--- config.mk ---
export PLATFORM = sky130hd
export DESIGN_NAME = dcache_dm
export DESIGN_NICKNAME = d
export VERILOG_FILES = /design/src/rtl/dcache_pkg.sv /design/src/rtl/dcache_line_store.sv /design/src/rtl/dcache_dm.sv
export SDC_FILE = /design/constraint.sdc
export NUM_CORES = 2
export LEC_CHECK = 0
export CAP_MARGIN = 20
export CORE_MARGIN = 2
export CORE_UTILIZATION = 60
export CTS_BUF_LIST = sky130_fd_sc_hd__clkbuf_8
export CTS_CLUSTER_SIZE = 24
export DETAILED_ROUTE_END_ITERATION = 8
export PLACE_DENSITY_LB_ADDON = 0.15
export SKIP_CTS_REPAIR_TIMING = 1
export SLEW_MARGIN = 20
export SYNTH_ARGS = -nofsm -noshare
export SYNTH_HDL_FRONTEND = slang
export SYNTH_SLANG_ARGS = --single-unit
--- constraint.sdc ---
create_clock -name clk -period 8 [get_ports clk]
set_input_delay 1.2 -clock clk [delete_from_list [all_inputs] [get_ports clk]]
set_output_delay 1.2 -clock clk [all_outputs]
set_load 0.1 [all_outputs]
--- src/rtl/dcache_pkg.sv ---
// dcache_pkg: shared types and address-split helpers for the direct-mapped
// data cache.
//   state_e  - controller states (IDLE lookup, REFILL read-miss fill,
//              WRITE write-through, DONE post-fill lookup)
//   word_w / idx_w / tag_w - field widths derived from the cache geometry
package dcache_pkg;

  typedef enum logic [1:0] {
    IDLE   = 2'd0,
    REFILL = 2'd1,
    WRITE  = 2'd2,
    DONE   = 2'd3
  } state_e;

  // Byte offset within a 32-bit word.
  localparam int OFF_W = 2;

  // Word-in-line select width; zero when a line holds a single word.
  function automatic int word_w(input int words);
    return (words > 1) ? $clog2(words) : 0;
  endfunction

  function automatic int idx_w(input int lines);
    return $clog2(lines);
  endfunction

  function automatic int tag_w(input int addr_w, input int lines, input int words);
    return addr_w - OFF_W - word_w(words) - idx_w(lines);
  endfunction

endpackage

--- src/rtl/dcache_line_store.sv ---
// dcache_line_store: valid/tag/data arrays of the direct-mapped cache.
// Ports:
//   clk, reset   - clock, async active-low reset (clears valid bits only)
//   idx          - line index shared by the read and write sides
//   rd_word      - word select for the read port
//   rd_valid/rd_tag/rd_data - combinational read of line idx
//   wr_en/wr_word/wr_be/wr_data - byte-enable write into line idx
//   inv_en       - clear valid of line idx
//   fill_en/fill_tag - install tag and set valid of line idx
module dcache_line_store #(
  parameter int LINES = 16,
  parameter int WORDS = 4,
  parameter int IDX_W = 4,
  parameter int WB    = 2,
  parameter int TAG_W = 24
) (
  input  logic             clk,
  input  logic             reset,
  input  logic [IDX_W-1:0] idx,
  input  logic [WB-1:0]    rd_word,
  output logic             rd_valid,
  output logic [TAG_W-1:0] rd_tag,
  output logic [31:0]      rd_data,
  input  logic             wr_en,
  input  logic [WB-1:0]    wr_word,
  input  logic [3:0]       wr_be,
  input  logic [31:0]      wr_data,
  input  logic             inv_en,
  input  logic             fill_en,
  input  logic [TAG_W-1:0] fill_tag
);

  logic [LINES-1:0] valid_q, valid_d;
  logic [TAG_W-1:0] tag_q  [LINES];
  logic [31:0]      data_q [LINES][WORDS];

  assign rd_valid = valid_q[idx];
  assign rd_tag   = tag_q[idx];
  assign rd_data  = data_q[idx][rd_word];

  always_comb begin
    valid_d = valid_q;
    if (inv_en)  valid_d[idx] = 1'b0;
    if (fill_en) valid_d[idx] = 1'b1;
  end

  always_ff @(posedge clk or negedge reset) begin
    if (!reset) valid_q <= '0;
    else        valid_q <= valid_d;
  end

  // Tag and data storage are not reset; valid gates every use.
  always_ff @(posedge clk) begin
    if (fill_en) tag_q[idx] <= fill_tag;
  end

  always_ff @(posedge clk) begin
    if (wr_en) begin
      for (int b = 0; b < 4; b++) begin
        if (wr_be[b]) data_q[idx][wr_word][8*b +: 8] <= wr_data[8*b +: 8];
      end
    end
  end

endmodule

--- src/rtl/dcache_dm.sv ---
// dcache_dm: direct-mapped, write-through, no-write-allocate data cache
// between the core data port and a single-word req/ack memory.
// Ports:
//   clk, reset (async active-low)
//   cpu_addr/cpu_wdata/cpu_read/cpu_write/cpu_byte - core request, held
//     stable until dhit; write wins if read and write are both high
//   cpu_rdata, dhit - aligned read word and access-complete strobe
//   mem_req/mem_we/mem_addr/mem_wdata/mem_be - memory request, stable
//     until mem_ack; mem_rdata/mem_ack - memory response
// Optional (macro DCACHE_STATS_EN): hit_cnt, miss_cnt saturating counters.
module dcache_dm
  import dcache_pkg::*;
#(
  parameter int LINES  = 16,
  parameter int WORDS  = 4,
  parameter int ADDR_W = 32
) (
  input  logic              clk,
  input  logic              reset,
  input  logic [ADDR_W-1:0] cpu_addr,
  input  logic [31:0]       cpu_wdata,
  input  logic              cpu_read,
  input  logic              cpu_write,
  input  logic              cpu_byte,
  output logic [31:0]       cpu_rdata,
  output logic              dhit,
  output logic              mem_req,
  output logic              mem_we,
  output logic [ADDR_W-1:0] mem_addr,
  output logic [31:0]       mem_wdata,
  output logic [3:0]        mem_be,
  input  logic [31:0]       mem_rdata,
  input  logic              mem_ack
`ifdef DCACHE_STATS_EN
  ,
  output logic [31:0]       hit_cnt,
  output logic [31:0]       miss_cnt
`endif
);

  localparam int WORD_W = word_w(WORDS);
  localparam int WB     = (WORD_W > 0) ? WORD_W : 1;
  localparam int IDX_W  = idx_w(LINES);
  localparam int TAG_W  = tag_w(ADDR_W, LINES, WORDS);

  state_e            state_q, state_d;
  logic [WB-1:0]     cnt_q, cnt_d;

  logic [1:0]        cpu_off;
  logic [WB-1:0]     cpu_word;
  logic [IDX_W-1:0]  cpu_idx;
  logic [TAG_W-1:0]  cpu_tag;
  logic [ADDR_W-1:0] refill_addr, word_addr;

  logic              rd_valid, hit;
  logic [TAG_W-1:0]  rd_tag;
  logic [31:0]       rd_data;

  logic              st_wr_en, inv_en, fill_en;
  logic [WB-1:0]     st_word;
  logic [3:0]        st_be;
  logic [31:0]       st_data;
  logic [31:0]       wr_wdata;
  logic [3:0]        wr_be;

  // Address split: tag | index | word | byte offset.
  assign cpu_off = cpu_addr[1:0];
  assign cpu_idx = cpu_addr[OFF_W+WORD_W +: IDX_W];
  assign cpu_tag = cpu_addr[ADDR_W-1 -: TAG_W];
  assign word_addr = {cpu_addr[ADDR_W-1:OFF_W], 2'b00};

  if (WORD_W > 0) begin : g_word
    assign cpu_word    = cpu_addr[OFF_W +: WB];
    assign refill_addr = {cpu_tag, cpu_idx, cnt_q, 2'b00};
  end else begin : g_noword
    assign cpu_word    = '0;
    assign refill_addr = {cpu_tag, cpu_idx, 2'b00};
  end

  assign hit = rd_valid && (rd_tag == cpu_tag);

  // Byte stores replicate the byte on every lane; the enable picks the lane.
  always_comb begin
    if (cpu_byte) begin
      wr_wdata = {4{cpu_wdata[7:0]}};
      wr_be    = 4'b0001 << cpu_off;
    end else begin
      wr_wdata = cpu_wdata;
      wr_be    = 4'hF;
    end
  end

  dcache_line_store #(
    .LINES(LINES), .WORDS(WORDS), .IDX_W(IDX_W), .WB(WB), .TAG_W(TAG_W)
  ) u_store (
    .clk      (clk),
    .reset    (reset),
    .idx      (cpu_idx),
    .rd_word  (cpu_word),
    .rd_valid (rd_valid),
    .rd_tag   (rd_tag),
    .rd_data  (rd_data),
    .wr_en    (st_wr_en),
    .wr_word  (st_word),
    .wr_be    (st_be),
    .wr_data  (st_data),
    .inv_en   (inv_en),
    .fill_en  (fill_en),
    .fill_tag (cpu_tag)
  );

  always_comb begin
    state_d   = state_q;
    cnt_d     = cnt_q;
    dhit      = 1'b0;
    cpu_rdata = '0;
    mem_req   = 1'b0;
    mem_we    = 1'b0;
    mem_addr  = '0;
    mem_wdata = '0;
    mem_be    = '0;
    st_wr_en  = 1'b0;
    st_word   = cpu_word;
    st_be     = wr_be;
    st_data   = wr_wdata;
    inv_en    = 1'b0;
    fill_en   = 1'b0;
    unique case (state_q)
      IDLE: begin
        if (cpu_write) begin
          state_d = WRITE;
        end else if (cpu_read) begin
          if (hit) begin
            dhit      = 1'b1;
            cpu_rdata = rd_data;
          end else begin
            // Line is invalid while it is being overwritten.
            state_d = REFILL;
            cnt_d   = '0;
            inv_en  = 1'b1;
          end
        end
      end
      REFILL: begin
        mem_req  = 1'b1;
        mem_be   = 4'hF;
        mem_addr = refill_addr;
        st_word  = cnt_q;
        st_be    = 4'hF;
        st_data  = mem_rdata;
        if (mem_ack) begin
          st_wr_en = 1'b1;
          if (cnt_q == WB'(WORDS - 1)) begin
            fill_en = 1'b1;
            cnt_d   = '0;
            state_d = DONE;
          end else begin
            cnt_d = cnt_q + 1'b1;
          end
        end
      end
      WRITE: begin
        mem_req   = 1'b1;
        mem_we    = 1'b1;
        mem_addr  = word_addr;
        mem_wdata = wr_wdata;
        mem_be    = wr_be;
        if (mem_ack) begin
          dhit     = 1'b1;
          // Hit is re-evaluated here; a miss never allocates.
          st_wr_en = hit;
          state_d  = IDLE;
        end
      end
      DONE: begin
        dhit      = 1'b1;
        cpu_rdata = rd_data;
        state_d   = IDLE;
      end
      default: state_d = IDLE;
    endcase
  end

  always_ff @(posedge clk or negedge reset) begin
    if (!reset) begin
      state_q <= IDLE;
      cnt_q   <= '0;
    end else begin
      state_q <= state_d;
      cnt_q   <= cnt_d;
    end
  end

`ifdef DCACHE_STATS_EN
  logic        hit_evt, miss_evt;
  logic [31:0] hit_cnt_q, hit_cnt_d, miss_cnt_q, miss_cnt_d;

  // A read hit completes in its single IDLE cycle, so each counts once.
  assign hit_evt  = (state_q == IDLE) && !cpu_write && cpu_read && hit;
  assign miss_evt = (state_q == IDLE) && !cpu_write && cpu_read && !hit;

  always_comb begin
    hit_cnt_d  = hit_cnt_q;
    miss_cnt_d = miss_cnt_q;
    if (hit_evt  && (hit_cnt_q  != '1)) hit_cnt_d  = hit_cnt_q  + 32'd1;
    if (miss_evt && (miss_cnt_q != '1)) miss_cnt_d = miss_cnt_q + 32'd1;
  end

  always_ff @(posedge clk or negedge reset) begin
    if (!reset) begin
      hit_cnt_q  <= '0;
      miss_cnt_q <= '0;
    end else begin
      hit_cnt_q  <= hit_cnt_d;
      miss_cnt_q <= miss_cnt_d;
    end
  end

  assign hit_cnt  = hit_cnt_q;
  assign miss_cnt = miss_cnt_q;
`endif

endmodule

## After elaboration in Yosys (flattened, before gate mapping)

Memories as Yosys holds them, arrays and structs flattened.
Cells that the tools add are included.

| storage, ports and cells | value |
|---|---|
| bits in writable memories | 2432 |
| memories kept | 2 |
| bits of input ports | 102 |
| flip-flop bits (word level) | 20 |

Memory list:

| memory | depth | width | rd ports | clocked after Yosys merged registers in | write ports | line | RTL |
|---|---|---|---|---|---|---|---|
| u_store.data_q | 16 | 128 | 1 | 0 | 1 | dcache_line_store.sv:35 | `logic [31:0] data_q [LINES][WORDS];` |
| u_store.tag_q | 16 | 24 | 1 | 0 | 1 | dcache_line_store.sv:34 | `logic [TAG_W-1:0] tag_q [LINES];` |

| cells by class | value |
|---|---|
| muxes and demuxes | 456 |
| order comparisons | 5 |
| bitwise operators | 389 |
| eq/ne operators | 13 |
| reductions and logical operators | 8 |
| $add $sub $neg | 1 |
| shift-type cells | 1 |

Operators with widths:

| operator | count |
|---|---|
| 128-bit 2-to-1 mux | 4 |
| 1-bit 2-to-1 mux | 410 |
| 1-bit bitwise OR | 384 |
| 32-bit 2-to-1 mux | 9 |
| 32-bit demux with 2-bit select | 4 |
| 32-bit case mux with 2 select lines | 2 |
| 32-bit binary-select mux with 2-bit select | 1 |
| 16-bit 2-to-1 mux | 3 |
| 24-bit == test | 1 |
| 2-bit 2-to-1 mux | 12 |
| 24-bit 2-to-1 mux | 1 |
| 16-bit bitwise AND | 1 |
| 16-bit NOT | 1 |
| 16-bit bitwise OR | 1 |
| 2-bit inequality test (second input constant) | 6 |
| 5-bit AND reduction | 2 |
| 4-bit 2-to-1 mux | 2 |
| 8-bit 2-to-1 mux | 1 |
| 2-bit case mux with 4 select lines | 1 |
| 4-bit case mux with 2 select lines | 1 |
| 2-bit == test (second input constant) | 3 |
| 3-bit greater-or-equal comparator (second input constant) | 2 |
| 3-bit inequality test (second input constant) | 2 |
| 2-bit NOT with 3-bit output | 2 |
| 15 further kinds | 17 |

## Depth between registers and ports, before layout

| logic depth | value |
|---|---|
| depth in word-level cells | 11 |
| depth in mapped cells | 15 |
| gate-level depth less buffers | 8 |

## By module

A second synthesis with hierarchy kept.

| unflattened totals | value |
|---|---|
| cells, all modules | 4740 |
| area, all modules | 96795.3 sq um |

Modules (own cells, without submodules):

| module | cells an instance | area each (sq um) | sequential area each (sq um) | times used |
|---|---|---|---|---|
| dcache_line_store | 4432 | 94705.8 | 73430.4 | 1 |
| dcache_dm | 308 | 2089.5 | 100.1 | 1 |

## Worst setup path after synthesis

Ideal clock, no wire load.

| timing path | value |
|---|---|
| path kind | input -> output |
| start | input port cpu_addr[5] |
| end | output port dhit |
| arrival time | 6.432 ns |
| stages | 12 |
| required time | 6.800 ns |
| setup slack | 0.368 ns |
| cells stage by stage | buf_6 buf_6 buf_4 buf_6 mux2i_1 nand2_1 a31o_2 a2111oi_1 nand4_1 a21oi_4 nand3_2 o41ai_1 |

| on the way | value |
|---|---|
| cells in the longest elaborated chain, start to end | 7 |

Ends and longest elaborated chain:

| element | line | RTL |
|---|---|---|
| start: declaration | dcache_dm.sv:20 | `input logic [ADDR_W-1:0] cpu_addr,` |
| memory read 16 x 24 bit or 1-bit binary-select mux with 4-bit select (tied branches) | -- |  |
| 24-bit == test or 1-bit 2-to-1 mux (tied branches) | dcache_dm.sv:80, dcache_line_store.sv:37 |  |
| 1-bit logical AND * | dcache_dm.sv:80 | `assign hit = rd_valid && (rd_tag == cpu_tag);` |
| 1-bit 2-to-1 mux * | dcache_dm.sv:133 | `if (hit) begin` |
| 1-bit 2-to-1 mux * | dcache_dm.sv:132 | `end else if (cpu_read) begin` |
| 1-bit 2-to-1 mux * | dcache_dm.sv:130 | `if (cpu_write) begin` |
| 1-bit case mux with 3 select lines * | dcache_dm.sv:128 | `unique case (state_q)` |
| end: declaration | dcache_dm.sv:26 | `output logic dhit,` |

Every way passes the cells marked *; elsewhere a longest branch is shown, timed or not. The select of a mux whose other input is x is not followed.

## Worst setup path after layout

Ends and elaborated chain as after synthesis.

==> results.json <==
{
  "r2r_start": "u_store.tag_q[1][18]$_DFFE_PP_",
  "die_w_um": 407.4,
  "crit_type": "input port to output port",
  "tightest_slew_ps": 1187,
  "drt_pass1_iterations": 5,
  "syn_area_mm2": 0.09762,
  "hpwl_mm": 135.9,
  "die-area_mm2": 0.1659,
  "grt-ovfl-total": 0,
  "num_vias": 48336,
  "hold_class": "input port to asynchronous set/reset pin",
  "maxCapViolations": 0,
  "rsz0062_at_grt": "false",
  "status": "completed",
  "finalHoldViolations": 0,
  "yosys_warnings": 0,
  "design_area_mm2": 0.1092,
  "yosys.area.top_type_share": 0.7481,
  "relSlewSlack": 0.2084,
  "cts_max_level": 5,
  "clock-root-buffer": "clkbuf_8",
  "drc": 0,
  "antenna_found_initial": 9,
  "cts_max_path_buffers": 4,
  "crit_arrival_ps": 5960,
  "fin_crit_sh": 0.8945,
  "start_util": 0.6018,
  "syn2layout_area_growth_pct": 11.86,
  "worst_slack_ps": 843.9,
  "vias_per_cell": 6.530,
  "crit_fanout": 68,
  "p_leak_nw": 34.50,
  "cts_tree": "built",
  "worst_setup_path_end_kind": "output port",
  "syn_avg_cell_area_um2": 21.61,
  "insertion_delay_ps": 1070,
  "core.rowCount": 148,
  "drive_gt1_frac": 0.2764,
  "synthCells": 4517,
  "grt_usage": 0.2773,
  "finalClockSkew_ps": 87.16,
  "coreArea_mm2": 0.1622,
  "crit_path_cell_trace": "buf_8 > buf_4 > mux2i_1 > a22oi_1 > a31o_2 > a2111oi_1 > nand4_1 > a21oi_4 > nand3_2 > o41ai_1 > buf_4 > buf_4",
  "critPathMaxStageDelay_ps": 710,
  "final_util": 0.6731,
  "clkSlewWorstSetupHoldPaths_ps": 60,
  "ys_types": 69,
  "ant_nets": 0,
  "port_buffers": 202,
  "slew_viol_final": 0,
  "finalSetupViolCount": 0,
  "io_pins": 205,
  "fin_setup_tns_ps": 0,
  "grt_pass1_wl_mm": 331.7,
  "cpMostUsedCell": "buf_4",
  "synth_most_common_cell": "edfxtp_1",
  "ir_worst_vdd_uv": 266.3,
  "slowest_stage": "o41ai_1",
  "ys_top_cells_by_count": "edfxtp_1 (2432), mux4_2 (718), a21oi_1 (280)",
  "synth_ff_type": "edfxtp_1",
  "synth-edff-count": 2432,
  "period_needed_ps": 7156,
  "holdWs_ps": 519.9,
  "clock-sinks": 2452,
  "start_kind": "input port",
  "ys_seq_area_frac": 0.7533,
  "pwr_density_cell_mw_per_mm2": 256.3,
  "die_y_um": 407.4,
  "clock.fmax_ghz": 0.1397,
  "crit_required_ps": 6800,
  "routed_wl_mm": 228.8,
  "wl_per_cell_um": 30.91,
  "post_synth_main_area_contributors": "edfxtp_1 (75%), mux4_2 (17%), a21oi_1 (1.4%), mux2i_1 (1.1%), mux2_2 (0.65%)",
  "grt_max_degree": 129,
  "gp_congestion": 0.8215,
  "dpl_worst_slack_ps": 932.6,
  "crit_start": "cpu_addr[5]",
  "first_global_vias": 48145,
  "synth_top_cell_by_area": "edfxtp_1",
  "fin_nets": 5056,
  "async_flop_share": 0.008157,
  "drtIter0Drc": 5637,
  "ys_seq_elements": 2452,
  "placed_area_mm2": 0.1024,
  "numCtsBuffers": 389
}
[metal layers]
layer	global-route usage	up-vias	wire (µm)	part of all wire
met4	0.08257	8	6106	0.027
met1	0.4153	25320	91770	0.40
met2	0.4152	2742	107300	0.47
li1	-	19893	-	-
met3	0.06619	373	23530	0.10
met5	0	-	57	0.00025
[worst max-delay path, delay by kind of cell]
kind / cells / cell delay (ps)
buffers and inverters: 4 / 1540
AO/OA/AOI/OAI: 5 / 2190
AND/OR/NAND/NOR: 2 / 670
multiplexers: 1 / 240
[registers in the layout (all words and copies together) (netlist names)]
signal,cells
u_store.data_q,2048
u_store.tag_q,384
cnt_q,2
state_q,2
u_store.valid_q,16
[per-stage QoR]
step / std cells / total power, mW
2_1_floorplan: 4518 / 17.44
3_3_place_gp: 6731 / 18.70
3_5_place_dp: 6732 / 18.78
4_1_cts: 7394 / 28.15
5_1_grt: 7397 / 28.86
6_report: 7402 / 27.99
[kinds of logic (layout without fill, tap and decap cells)]
family | Yosys count | after routing | share of synthesized area
flops | 2452 | 2452 | 0.7533
mux | 877 | 877 | 0.1827
compound gates | 440 | 440 | 0.02617
simple gates | 391 | 391 | 0.01929
buf+inv | 327 | 1029 | 0.01577
xor+xnor | 24 | 24 | 0.002153
fa+ha+maj | 5 | 5 | 0.0006409
other cells | 1 | 9 | 0.00003842
[path summary, 6_finish.rpt]
| check | endpoint | slack, ps | cells past startpoint |
|---|---|---|---|
| min in group clk | u_store.valid_q[7]$_DFF_PN0_ | 570 | 2 |
| hold reg to reg | u_store.valid_q[7]$_DFF_PN0_ | 570 | 2 |
| hold / removal | state_q[1]$_DFFE_PN0P_ | 520 | 2 |
| max in group asynchronous | u_store.valid_q[0]$_DFF_PN0_ | 7210 | 2 |
| setup reg to reg | u_store.data_q[7][114]$_DFFE_PP_ | 2960 | 9 |
| setup / recovery | dhit | 840 | 12 |
[layout by cell type (no fill, tap or decap), types with 20 or more instances in the layout]
cell type,synthesis,routed
edfxtp_1,2432,2432
buf_12,0,22
mux2i_1,103,103
a22oi_1,32,32
and2_1,58,58
mux2_2,56,38
clkinv_2,0,39
clkdlybuf4s50_1,0,163
inv_1,38,167
mux4_2,718,718
a21oi_1,280,275
nand2_1,168,168
dfrtp_1,20,20
nor2_1,53,40
o21ai_0,39,36
clkbuf_8,0,404
clkinv_1,0,79
nor2b_1,44,44
buf_4,13,137
[final cells by class]
type	instances	area, µm²
Sequential cell	2452	73530
Inverter	39	153.9
Clock buffer	404	5560
Fill cell	10333	53020
Multi-Input combinational cell	1739	22870
Timing Repair Buffer	328	3166
Tap cell	2175	2721
Clock inverter	258	1174
Antenna cell	7	17.52
[power breakdown]
group | switching, mW | total (mW) | leakage, nW | internal [mW]
Combinational | 2.76 | 3.69 | 8.38 | 0.932
Sequential | 0.0146 | 14.8 | 22.2 | 14.8
Clock | 4.67 | 9.47 | 3.95 | 4.80
Total | 7.44 | 28.0 | 34.5 | 20.5
(Power assumes the default switching activity.)
